**src/rtl/hub75_pkg.sv**
```systemverilog
// HUB75 capture shared definitions: geometry defaults, channel/colour bit indices, capture state.
// Latency: n/a (package only).
// Backpressure: n/a (package only).
package hub75_pkg;

    localparam int HUB75_COLS     = 32;
    localparam int HUB75_ROW_BITS = 4;
    localparam int HUB75_COL_BITS = $clog2(HUB75_COLS);

    // {bank, row, col}
    localparam int PIX_ADDR_W = 1 + HUB75_ROW_BITS + HUB75_COL_BITS;

    // Bit positions inside the 3-bit {B,G,R} pixel word.
    localparam int RGB_R = 0;
    localparam int RGB_G = 1;
    localparam int RGB_B = 2;

    // Serial channel indices: bank 0 = R0/G0/B0, bank 1 = R1/G1/B1.
    localparam int HUB75_NCH = 6;
    localparam int CH_R0 = 0;
    localparam int CH_G0 = 1;
    localparam int CH_B0 = 2;
    localparam int CH_R1 = 3;
    localparam int CH_G1 = 4;
    localparam int CH_B1 = 5;

    typedef enum logic {
        CAPTURE = 1'b0,
        DRAIN   = 1'b1
    } cap_state_e;

endpackage

```
**src/rtl/hub75_capture_if.sv**
```systemverilog
// Pixel word stream leaving the HUB75 capture block (valid/ready).
// Latency: n/a (wires only).
// Backpressure: master holds PIX_ADDR/PIX_RGB while PIX_VALID & !PIX_READY.
// Signals: PIX_VALID, PIX_READY, PIX_ADDR {bank,row,col}, PIX_RGB {B,G,R}.
interface hub75_capture_if #(
    parameter int ADDR_W = hub75_pkg::PIX_ADDR_W
);
    logic              PIX_VALID;
    logic              PIX_READY;
    logic [ADDR_W-1:0] PIX_ADDR;
    logic [2:0]        PIX_RGB;

    modport master (
        output PIX_VALID,
        output PIX_ADDR,
        output PIX_RGB,
        input  PIX_READY
    );

    modport slave (
        input  PIX_VALID,
        input  PIX_ADDR,
        input  PIX_RGB,
        output PIX_READY
    );
endinterface

```
**src/rtl/hub75_sync_edge.sv**
```systemverilog
// Multi-flop synchronizer for a bundle of async lines, with rising-edge pulses on the low EDGE_W lines.
// Latency: STAGES cycles for levels and pulses alike, so every line stays aligned.
// Backpressure: none.
// Ports: clk_i, rst_i (sync, active-high), d_i (raw lines), lvl_o (synced upper lines), rise_o (edge pulses).
module hub75_sync_edge #(
    parameter int STAGES = 2,
    parameter int WIDTH  = 4,
    parameter int EDGE_W = 2
) (
    input  logic                    clk_i,
    input  logic                    rst_i,
    input  logic [WIDTH-1:0]        d_i,
    output logic [WIDTH-EDGE_W-1:0] lvl_o,
    output logic [EDGE_W-1:0]       rise_o
);

    logic [STAGES-1:0][WIDTH-1:0] sync_q;
    logic [EDGE_W-1:0]            prev_q;

    always_ff @(posedge clk_i) begin
        if (rst_i) begin
            sync_q <= '0;
            prev_q <= '0;
        end else begin
            sync_q <= {sync_q[STAGES-2:0], d_i};
            prev_q <= sync_q[STAGES-1][EDGE_W-1:0];
        end
    end

    assign rise_o = sync_q[STAGES-1][EDGE_W-1:0] & ~prev_q;
    assign lvl_o  = sync_q[STAGES-1][WIDTH-1:EDGE_W];

endmodule

```
**src/rtl/hub75_capture.sv**
```systemverilog
// HUB75 receiver: oversamples the panel bus, rebuilds each latched row and streams it as {bank,row,col} pixel words.
// Latency: PIX_VALID rises the cycle after the synced LATCH edge (SYNC_STAGES+1 cycles after the raw edge); one word per accepted cycle.
// Backpressure: words advance only on PIX_VALID & PIX_READY; a latch arriving mid-drain is dropped and flagged in OVERFLOW.
// Ports: CLK_I, RST_I (sync, active-high); HUB_R0/G0/B0/R1/G1/B1, HUB_CLK, HUB_LATCH, HUB_ADDR;
//        pix (master: PIX_VALID/PIX_READY/PIX_ADDR/PIX_RGB); ROW_DONE pulse; OVERFLOW, LEN_ERR sticky.
// Optional: HUB75_CAPTURE_STATS_EN adds wrapping 16-bit LATCH_CNT and FRAME_CNT outputs.
module hub75_capture
    import hub75_pkg::*;
#(
    parameter int COLS        = HUB75_COLS,
    parameter int ROW_BITS    = HUB75_ROW_BITS,
    parameter int SYNC_STAGES = 2
) (
    input  logic                CLK_I,
    input  logic                RST_I,
    input  logic                HUB_R0,
    input  logic                HUB_G0,
    input  logic                HUB_B0,
    input  logic                HUB_R1,
    input  logic                HUB_G1,
    input  logic                HUB_B1,
    input  logic                HUB_CLK,
    input  logic                HUB_LATCH,
    input  logic [ROW_BITS-1:0] HUB_ADDR,
    hub75_capture_if.master     pix,
    output logic                ROW_DONE,
    output logic                OVERFLOW,
    output logic                LEN_ERR
`ifdef HUB75_CAPTURE_STATS_EN
    ,
    output logic [15:0]         LATCH_CNT,
    output logic [15:0]         FRAME_CNT
`endif
);

    localparam int COL_BITS = $clog2(COLS);
    localparam int IDX_W    = COL_BITS + 1;          // {bank, col}
    localparam int CNT_W    = $clog2(COLS + 2);      // must hold COLS+1
    localparam int NCH      = HUB75_NCH;
    localparam int DW       = NCH + ROW_BITS;

    localparam logic [CNT_W-1:0] CNT_FULL = CNT_W'(COLS);
    localparam logic [CNT_W-1:0] CNT_SAT  = CNT_W'(COLS + 1);
    localparam logic [IDX_W-1:0] IDX_LAST = IDX_W'(2 * COLS - 1);

    // ---------------------------------------------------------------
    // Input synchronization. Strobes and data share one chain so the
    // data sampled with a CLK edge is exactly what the driver presented.
    // ---------------------------------------------------------------
    logic [DW-1:0]       lvl;
    logic [1:0]          rise;
    logic                clk_rise;
    logic                latch_rise;
    logic [NCH-1:0]      dat_s;
    logic [ROW_BITS-1:0] addr_s;

    hub75_sync_edge #(
        .STAGES (SYNC_STAGES),
        .WIDTH  (DW + 2),
        .EDGE_W (2)
    ) u_sync (
        .clk_i  (CLK_I),
        .rst_i  (RST_I),
        .d_i    ({HUB_ADDR, HUB_B1, HUB_G1, HUB_R1, HUB_B0, HUB_G0, HUB_R0, HUB_LATCH, HUB_CLK}),
        .lvl_o  (lvl),
        .rise_o (rise)
    );

    assign clk_rise   = rise[0];
    assign latch_rise = rise[1];
    assign dat_s      = lvl[NCH-1:0];
    assign addr_s     = lvl[DW-1:NCH];

    // ---------------------------------------------------------------
    // State
    // ---------------------------------------------------------------
    cap_state_e                    state_q;
    logic [NCH-1:0][COLS-1:0]      sr_q;
    logic [NCH-1:0][COLS-1:0]      sr_d;
    logic [NCH-1:0][COLS-1:0]      hold_q;
    logic [ROW_BITS-1:0]           row_q;
    logic [CNT_W-1:0]              cnt_q;
    logic [CNT_W-1:0]              cnt_d;
    logic                          len_bad;
    logic [IDX_W-1:0]              idx_q;
    logic [IDX_W-1:0]              idx_d;
    logic                          valid_q;
    logic [1+ROW_BITS+COL_BITS-1:0] addr_q;
    logic [2:0]                    rgb_q;
    logic                          row_done_q;
    logic                          ovf_q;
    logic                          len_q;
`ifdef HUB75_CAPTURE_STATS_EN
    logic [15:0]                   latch_cnt_q;
    logic [15:0]                   frame_cnt_q;
    logic [ROW_BITS-1:0]           prev_row_q;
`endif

    // {B,G,R} of one pixel from a row image, idx = {bank, col}.
    function automatic logic [2:0] pick(input logic [NCH-1:0][COLS-1:0] h,
                                        input logic [IDX_W-1:0]         idx);
        logic [COL_BITS-1:0] col;
        logic [2:0]          rgb;
        col = idx[COL_BITS-1:0];
        if (idx[COL_BITS]) begin
            rgb[RGB_R] = h[CH_R1][col];
            rgb[RGB_G] = h[CH_G1][col];
            rgb[RGB_B] = h[CH_B1][col];
        end else begin
            rgb[RGB_R] = h[CH_R0][col];
            rgb[RGB_G] = h[CH_G0][col];
            rgb[RGB_B] = h[CH_B0][col];
        end
        return rgb;
    endfunction

    // Shift happens before the latch looks at the registers, so a CLK
    // edge coinciding with LATCH is included in both the data and the count.
    always_comb begin
        sr_d = sr_q;
        if (clk_rise) begin
            for (int ch = 0; ch < NCH; ch++) begin
                sr_d[ch] = {dat_s[ch], sr_q[ch][COLS-1:1]};
            end
        end

        cnt_d = cnt_q;
        if (clk_rise && (cnt_q != CNT_SAT)) begin
            cnt_d = cnt_q + 1'b1;
        end
        len_bad = latch_rise && (cnt_d != CNT_FULL);
        if (latch_rise) begin
            cnt_d = '0;
        end

        idx_d = idx_q + 1'b1;
    end

    always_ff @(posedge CLK_I) begin
        if (RST_I) begin
            state_q    <= CAPTURE;
            sr_q       <= '0;
            hold_q     <= '0;
            row_q      <= '0;
            cnt_q      <= '0;
            idx_q      <= '0;
            valid_q    <= 1'b0;
            addr_q     <= '0;
            rgb_q      <= '0;
            row_done_q <= 1'b0;
            ovf_q      <= 1'b0;
            len_q      <= 1'b0;
`ifdef HUB75_CAPTURE_STATS_EN
            latch_cnt_q <= '0;
            frame_cnt_q <= '0;
            prev_row_q  <= '0;
`endif
        end else begin
            // Capture never pauses, even while the held row drains.
            sr_q       <= sr_d;
            cnt_q      <= cnt_d;
            row_done_q <= 1'b0;
            if (len_bad) begin
                len_q <= 1'b1;
            end

            case (state_q)
                CAPTURE: begin
                    if (latch_rise) begin
                        hold_q  <= sr_d;
                        row_q   <= addr_s;
                        idx_q   <= '0;
                        valid_q <= 1'b1;
                        addr_q  <= {1'b0, addr_s, {COL_BITS{1'b0}}};
                        rgb_q   <= pick(sr_d, '0);
                        state_q <= DRAIN;
                    end
                end
                DRAIN: begin
                    // A latch here is dropped; the held row keeps draining.
                    if (latch_rise) begin
                        ovf_q <= 1'b1;
                    end
                    if (valid_q && pix.PIX_READY) begin
                        if (idx_q == IDX_LAST) begin
                            valid_q    <= 1'b0;
                            row_done_q <= 1'b1;
                            state_q    <= CAPTURE;
                        end else begin
                            idx_q  <= idx_d;
                            addr_q <= {idx_d[COL_BITS], row_q, idx_d[COL_BITS-1:0]};
                            rgb_q  <= pick(hold_q, idx_d);
                        end
                    end
                end
                default: state_q <= CAPTURE;
            endcase

`ifdef HUB75_CAPTURE_STATS_EN
            if (latch_rise) begin
                latch_cnt_q <= latch_cnt_q + 16'd1;
            end
            // Frame boundary: accepted row 0 directly after an accepted last row.
            if (latch_rise && (state_q == CAPTURE)) begin
                if ((addr_s == '0) && (prev_row_q == '1)) begin
                    frame_cnt_q <= frame_cnt_q + 16'd1;
                end
                prev_row_q <= addr_s;
            end
`endif
        end
    end

    assign pix.PIX_VALID = valid_q;
    assign pix.PIX_ADDR  = addr_q;
    assign pix.PIX_RGB   = rgb_q;
    assign ROW_DONE      = row_done_q;
    assign OVERFLOW      = ovf_q;
    assign LEN_ERR       = len_q;
`ifdef HUB75_CAPTURE_STATS_EN
    assign LATCH_CNT     = latch_cnt_q;
    assign FRAME_CNT     = frame_cnt_q;
`endif

endmodule

```
**src/flat_wrapper.sv**
```systemverilog
// flat-port wrapper written by rule: the top's interface ports become plain ports
module hub75_capture_flat import hub75_pkg::*;
#(
    parameter int COLS        = HUB75_COLS,
    parameter int ROW_BITS    = HUB75_ROW_BITS,
    parameter int SYNC_STAGES = 2
)
  (CLK_I, RST_I, HUB_R0, HUB_G0, HUB_B0, HUB_R1, HUB_G1, HUB_B1, HUB_CLK, HUB_LATCH, HUB_ADDR, ROW_DONE, OVERFLOW, LEN_ERR, pix_PIX_VALID, pix_PIX_ADDR, pix_PIX_RGB, pix_PIX_READY);
  hub75_capture_if pix_i ();
  input  logic CLK_I;
  input  logic RST_I;
  input  logic HUB_R0;
  input  logic HUB_G0;
  input  logic HUB_B0;
  input  logic HUB_R1;
  input  logic HUB_G1;
  input  logic HUB_B1;
  input  logic HUB_CLK;
  input  logic HUB_LATCH;
  input  logic [ROW_BITS-1:0] HUB_ADDR;
  output logic ROW_DONE;
  output logic OVERFLOW;
  output logic LEN_ERR;
  output wire logic [$bits(pix_i.PIX_VALID)-1:0] pix_PIX_VALID;
  output wire logic [$bits(pix_i.PIX_ADDR)-1:0] pix_PIX_ADDR;
  output wire logic [$bits(pix_i.PIX_RGB)-1:0] pix_PIX_RGB;
  input wire logic [$bits(pix_i.PIX_READY)-1:0] pix_PIX_READY;
  assign pix_PIX_VALID = pix_i.PIX_VALID;
  assign pix_PIX_ADDR = pix_i.PIX_ADDR;
  assign pix_PIX_RGB = pix_i.PIX_RGB;
  assign pix_i.PIX_READY = pix_PIX_READY;
  hub75_capture #(.COLS(COLS), .ROW_BITS(ROW_BITS), .SYNC_STAGES(SYNC_STAGES)) u_core (.CLK_I(CLK_I), .RST_I(RST_I), .HUB_R0(HUB_R0), .HUB_G0(HUB_G0), .HUB_B0(HUB_B0), .HUB_R1(HUB_R1), .HUB_G1(HUB_G1), .HUB_B1(HUB_B1), .HUB_CLK(HUB_CLK), .HUB_LATCH(HUB_LATCH), .HUB_ADDR(HUB_ADDR), .pix(pix_i), .ROW_DONE(ROW_DONE), .OVERFLOW(OVERFLOW), .LEN_ERR(LEN_ERR));
endmodule
```
**config.mk**
```make
export PLATFORM = sky130hd
export DESIGN_NAME = hub75_capture_flat
export DESIGN_NICKNAME = d
export VERILOG_FILES = /design/src/rtl/hub75_pkg.sv /design/src/rtl/hub75_capture_if.sv /design/src/rtl/hub75_sync_edge.sv /design/src/rtl/hub75_capture.sv /design/src/flat_wrapper.sv
export SDC_FILE = /design/constraint.sdc
export NUM_CORES = 1
export LEC_CHECK = 0
export BUFFER_PORTS_ARGS = -buffer_cell sky130_fd_sc_hd__buf_2
export CORE_ASPECT_RATIO = 1.4
export CORE_MARGIN = 5
export CORE_UTILIZATION = 57
export DETAILED_ROUTE_END_ITERATION = 16
export GPL_TIMING_DRIVEN = 0
export HOLD_SLACK_MARGIN = 0.05
export PLACE_DENSITY = 0.81
export SLEW_MARGIN = 5
export SYNTH_ARGS = -nofsm -noshare
export SYNTH_HDL_FRONTEND = slang
export SYNTH_SLANG_ARGS = --single-unit
```
**constraint.sdc**
```tcl
create_clock -name CLK_I -period 7 [get_ports CLK_I]
set_input_delay 1.4 -clock CLK_I [delete_from_list [all_inputs] [get_ports CLK_I]]
set_output_delay 1.4 -clock CLK_I [all_outputs]
set_load 0.005 [all_outputs]
```
==> flow_summary.toml, run 1 <==
[worst_setup_path]
worst-setup-path-type = "register to register"
cp_max_fo = 10
reg2reg_depth = 10
r2r_start = "u_core.pix.PIX_ADDR[1]"
worstSetupEndpointType = "register"
worstPathArrival_ns = 3.63
cp_common_cell = "buf_4"
worst-path-stages = 10
reg2reg_slack_ns = 3.76
crit_family = "buffers and inverters"
r2r-end = "u_core.pix.PIX_RGB[0]"
cp_num_buf_inv = 3
slowest_stage = "dfxtp_1"
crit_path_max_incr_delay_ns = 0.53
crit_path_cell_trace = "ha_1 > buf_4 > xor2_4 > buf_4 > buf_2 > mux4_2 > mux2i_1 > nand2_1 > a21oi_1 > o221ai_1"
start_kind = "register"
cp.required_ns = 7.39

[routing]
drt_iter0_markers = 740
via_count = 12128
viasPerCell = 5.77
wl_per_cell_um = 18.3
first_pass_iters = 5
antenna_left = 0
totalWireLength_um = 38500
drc = 0

[clock_tree]
clk_latency_ns = 0.54
clock_path_buffers = 3
htreeDepth = 2
clock-root-buffer = "clkbuf_16"
post_cts.resized_instances = 0
post_cts_buffers = 0
clk_pin_slew_worst_paths_ns = 0.06
holdBufCountCts = 0
cts_sinks = 438
cts_tree = "done"
numCtsBuffers = 40

[min_path]
hold_path_end = "u_core.u_sync.lvl_o[0]"
hp-class = "register to register"
whs_path_depth = 1
worstHoldStart = "u_core.u_sync.sync_q[2]"

[timing]
period_share = 0.463
slew_viol_final = 0
period_needed_ns = 3.24
tightest_slew_ns = 1.07
setup_viol = 0
clock_skew_ns = 0.0105
max_slew_margin = 0.289
rsz0062_at_grt = "no"
fin_tns_setup_ns = 0
max_freq_ghz = 0.309
hold_viol = 0
hold-worst-slack_ns = 0.447

[synth]
ys_top_cells_by_area = "dfxtp_1, mux2i_1, nor2_1"
synth_top_area_cell = "dfxtp_1"
yosysSeqAreaShare = 0.528
synth_cell_types = 41
synthCells = 1620
synthFlopType = "dfxtp_1"
synth-simple-area-share = 0.125
synth_compound_area_frac = 0.108
yosysTopAreaCellShare = 0.528
synthAdderAreaFrac = 0.00226
synth_edf_count = 0
synth_xor_area_frac = 0.00738
ys_ff_latch = 438
syn-cell-area_sq_mm = 0.0166
muxShareOfSynthArea = 0.195
yosys_warnings = 0
synth_nets = 1638
avgSynthCellArea_sq_um = 10.3
synth_top_family_by_area = "multiplexers"
async_flop_share = 0

[global_route]
grt_antenna_before_repair = 0
track_usage = 0.232
grt_pass1_vias = 12241
grt_max_degree = 16
grt-ovfl-total = 0
grt_pass1_wl_um = 62100

[pwr]
max-vdd-ir-drop_v = 0.000172
leakage_nw = 7.57
power_density_mw_per_mm2 = 275

[finish]
final_cell_count_no_fill = 2103
fin_area_sq_mm = 0.0186
final_net_count = 1711
synthToLayoutAreaGrowth_pct = 12.0
regArea_sq_mm = 0.00877
nFillCells = 2207
multi_input_area_sq_mm = 0.00728
diodes = 0
layout-drive-gt1-share = 0.0963

[status]
outcome = "completed"

[floorplanning]
start_util = 0.573
core_area_sq_mm = 0.0290
row_count = 74
die_x_um = 154
io-pin-count = 32
dieHeight_um = 212
die_area_sq_mm = 0.0327

[placed_design]
io_buffers = 31
post_dp_cell_area_sq_mm = 0.0173
dp_hpwl_um = 27200
place_inst = 2031
place_congestion = 0.923

[flow_run]
drv_cap = 0
-- layer usage --
metal  wire, um  track usage
met5          0            0
met3       1900       0.0385
met2      19200        0.409
met4       1890        0.115
met1      15400        0.275
-- cell usage in the layout (no fill, tap or decap), types with 2 or more instances in the layout --
cell / count
a211oi_1: 197
a21oi_1: 19
a22oi_1: 3
a311oi_1: 3
and2_1: 2
buf_1: 20
buf_2: 46
buf_4: 5
bufinv_16: 4
clkbuf_1: 106
clkbuf_16: 41
clkbuf_8: 10
clkinv_2: 4
clkinvlp_4: 3
dfxtp_1: 438
ha_1: 3
inv_1: 5
mux2i_1: 222
mux4_1: 2
mux4_2: 43
nand2_1: 36
nand2b_1: 4
nand3_1: 11
nand4_1: 6
nor2_1: 412
nor2b_1: 31
nor3_1: 4
nor4b_1: 2
o211ai_1: 5
o21ai_0: 8
o22a_1: 2
or2_2: 4
xnor2_1: 3
xor2_1: 6
-- state kept, by name, summed over array words and instances, names as in the netlist --
name,cells
u_core.LEN_ERR,1
u_core.OVERFLOW,1
u_core.ROW_DONE,1
u_core.cnt_q,6
u_core.hold_q,192
u_core.pix.PIX_ADDR,10
u_core.pix.PIX_RGB,3
u_core.pix.PIX_VALID,1
u_core.row_q,4
u_core.sr_q,192
u_core.state_q,1
u_core.u_sync.lvl_o,10
u_core.u_sync.prev_q,2
u_core.u_sync.sync_q,14
-- cell type report --
class                      instances  area share
sequential                       438       0.471
multi-input combinational       1040       0.391
clock buffer                      60      0.0643
buffer                           137      0.0296
tap                              380      0.0255
clock inverter                    12     0.00921
timing repair buffer              31     0.00833
inverter                           5     0.00101
-- worst max-delay path by stage --
stage / from / end
after global routing: u_core.pix.PIX_ADDR[1] / u_core.pix.PIX_RGB[0]
after CTS: u_core.pix.PIX_ADDR[1] / u_core.pix.PIX_RGB[0]
after global placement: RST_I / u_core.hold_q[32]
after detailed placement: RST_I / u_core.hold_q[64]
final: u_core.pix.PIX_ADDR[1] / u_core.pix.PIX_RGB[0]
after floorplan: pix_PIX_READY / u_core.pix.PIX_RGB[1]
-- cells by family (layout without fill, tap and decap cells) --
group | after synthesis | in the layout
multiplexers | 267 | 267
adder cells (fa/ha/maj) | 3 | 3
AO/OA/AOI/OAI | 246 | 246
XOR/XNOR | 11 | 11
AND/OR/NAND/NOR | 513 | 513
flip-flops | 438 | 438
buffers and inverters | 142 | 245
-- worst reg2reg max path, stage by stage, from the launching register on --
cell      delay, ns
dfxtp_1        0.53
ha_1           0.22
buf_4          0.18
xor2_4         0.42
buf_4          0.30
buf_2          0.34
mux4_2         0.35
mux2i_1        0.27
nand2_1        0.09
a21oi_1        0.25
o221ai_1       0.16
-- stage by stage --
step           setup slack [ns]  power [W]   util
2_1_floorplan              4.44    0.00284      -
3_3_place_gp               3.75    0.00291  0.595
3_5_place_dp               3.71    0.00292  0.595
4_1_cts                    3.86    0.00514  0.642
5_1_grt                    3.68    0.00529  0.642
6_report                   3.76    0.00512  0.642
-- synthesized netlist by cell type, types with 4 or more instances --
cell / n
a211oi_1: 197
a21oi_1: 19
buf_1: 20
buf_2: 15
buf_4: 5
clkbuf_1: 97
dfxtp_1: 438
inv_1: 5
mux2i_1: 222
mux4_2: 43
nand2_1: 36
nand2b_1: 4
nand3_1: 11
nand4_1: 6
nor2_1: 412
nor2b_1: 31
nor3_1: 4
o211ai_1: 5
o21ai_0: 8
or2_2: 4
xor2_1: 6
-- where the power goes --
group / total (W) / internal [W] / switching [W]
logic: 0.000276 / 0.000106 / 0.000170
registers: 0.00260 / 0.00256 / 0.0000362
clock network: 0.00225 / 0.00133 / 0.000919
(Power assumes the default switching activity.)
==> run 2: changes to the inputs <==
- clock period: 7 -> 3.3 ns (I/O delays scaled with it)
==> run 2 against run 1 <==
Compared with the run above:
- global-route usage unchanged
- clock power up 110%
- final area barely moved
- clock-buffer cell count stayed put
- sequential power grew 110%
- worst setup slack worse by 3.5 ns
==> flow_summary.toml, run 2 (synthesis gave the netlist of run 1 again) <==
[status]
outcome = "completed"

[pwr]
switching_power_w = 0.00239
leakage_nw = 7.58
intPower_w = 0.00848
p_comb_frac = 0.054
max-vdd-ir-drop_v = 0.000367
sequentialPowerShare = 0.507
sw_frac_of_total = 0.220
power_density_mw_per_mm2 = 583
power_frac_clock = 0.440

[timing]
setup_viol = 0
slew_viol_final = 0
hold-worst-slack_ns = 0.338
tightest_slew_ns = 1.06
max_slew_margin = 0.294
fin_tns_setup_ns = 0
clock_skew_ns = 0.0114
period_needed_ns = 3.08
hold_viol = 0
rsz0062_at_grt = "no"
max_freq_ghz = 0.325
period_share = 0.933

[worst_setup_path]
worst-setup-path-type = "register to register"
worstSetupEndpointType = "register"
reg2reg_slack_ns = 0.22
cp.required_ns = 3.75
worstPathArrival_ns = 3.53
reg2reg_depth = 8
cp_max_fo = 10
start_kind = "register"

[placed_design]
dp_hpwl_um = 27200
place_congestion = 0.923
io_buffers = 31

[clock_tree]
cts_tree = "done"
numCtsBuffers = 40
clock-root-buffer = "clkbuf_16"
cts_sinks = 438
clk_latency_ns = 0.54
htreeDepth = 2
clock_path_buffers = 3
holdBufCountCts = 0
clk_pin_slew_worst_paths_ns = 0.06

[routing]
via_count = 12128
totalWireLength_um = 38500
drt_iter0_markers = 682
antenna_left = 0
drc = 0
viasPerCell = 5.76
first_pass_iters = 5
wl_per_cell_um = 18.3

[global_route]
grt_antenna_before_repair = 0
grt-ovfl-total = 0
grt_max_degree = 16
grt_pass1_vias = 12241
track_usage = 0.232
grt_pass1_wl_um = 62100

[floorplanning]
dieHeight_um = 212
core_area_sq_mm = 0.0290
die_area_sq_mm = 0.0327
row_count = 74
die_x_um = 154
io-pin-count = 32
start_util = 0.573

[finish]
diodes = 0
layout-drive-gt1-share = 0.0974
final_common_cell = "dfxtp_1"
synthToLayoutAreaGrowth_pct = 12.1
multi_input_area_sq_mm = 0.00728
regArea_sq_mm = 0.00877
most-common-layout-cells = "dfxtp_1, nor2_1, mux2i_1, a211oi_1, clkbuf_1"
reg.largest.list = "u_core.hold_q (192), u_core.sr_q (192), u_core.u_sync.sync_q (14)"
nFillCells = 2205
final_net_count = 1713

[min_path]
whs_path_depth = 2
hp-class = "input pin to register"

[flow_run]
drv_cap = 0
[run 2: cell count changes in the layout (fill, tap and decap cells not counted), sizes merged]
cell  before  now
buf       71   73
[run 2: metrics by stage]
| stage | util | instance area [sq um] | instances | total power (W) | worst slack, ns |
|---|---|---|---|---|---|
| floorplan | - | 16600 | 1620 | 0.00603 | 0.945 |
| global placement | 0.595 | 17300 | 2031 | 0.00617 | 0.204 |
| detailed placement | 0.595 | 17300 | 2031 | 0.00620 | 0.164 |
| CTS | 0.642 | 18600 | 2103 | 0.0109 | 0.155 |
| global route | 0.643 | 18600 | 2105 | 0.0112 | 0.0848 |
| finish | 0.643 | 18600 | 2105 | 0.0109 | 0.222 |
[run 2: cell type report]
| type | count | area share |
|---|---|---|
| buffer | 137 | 0.0296 |
| clock buffer | 60 | 0.0643 |
| clock inverter | 12 | 0.00920 |
| inverter | 5 | 0.00101 |
| multi-input combinational | 1040 | 0.391 |
| sequential | 438 | 0.471 |
| tap | 380 | 0.0255 |
| timing repair buffer | 33 | 0.00913 |
[run 2: worst max-delay path, stage by stage, from the launching register on]
cell and delay (ns):
dfxtp_1 0.41, ha_1 0.32, buf_4 0.25, buf_2 0.46
buf_2 0.46, mux4_2 0.40, a2111oi_2 0.40, o211ai_1 0.18
o221ai_1 0.11
[run 2: layer usage]
layer  GRT usage  vias to the layer above  part of all wire
met5           0                        -                 0
met4       0.115                        0             0.047
met3      0.0385                      112             0.050
met2       0.409                      312              0.50
met1       0.275                     5866              0.40
li1            -                     5838                 -
[run 2: worst paths after layout]
path,startpoint,end
hold / removal,HUB_B0,u_core.u_sync.sync_q[4]
hold reg to reg,u_core.u_sync.sync_q[2],u_core.u_sync.lvl_o[0]
setup reg to reg,u_core.pix.PIX_ADDR[1],u_core.pix.PIX_RGB[0]
setup / recovery,u_core.pix.PIX_ADDR[1],u_core.pix.PIX_RGB[0]
[run 2: repair_timing]
action / in CTS / in global routing
setup endpoints to repair: 0 / 1
setup buffers: 0 / 2
gates resized for setup: 0 / 0
[run 2: power groups by stage]
stage / clock network [W] / registers, W / logic (W)
after global placement: 0 / 0.00561 / 0.000562
after CTS: 0.00482 / 0.00550 / 0.000584
final: 0.00478 / 0.00551 / 0.000586
after detailed placement: 0 / 0.00562 / 0.000578
after floorplan: 0 / 0.00559 / 0.000431
after global routing: 0.00507 / 0.00552 / 0.000640
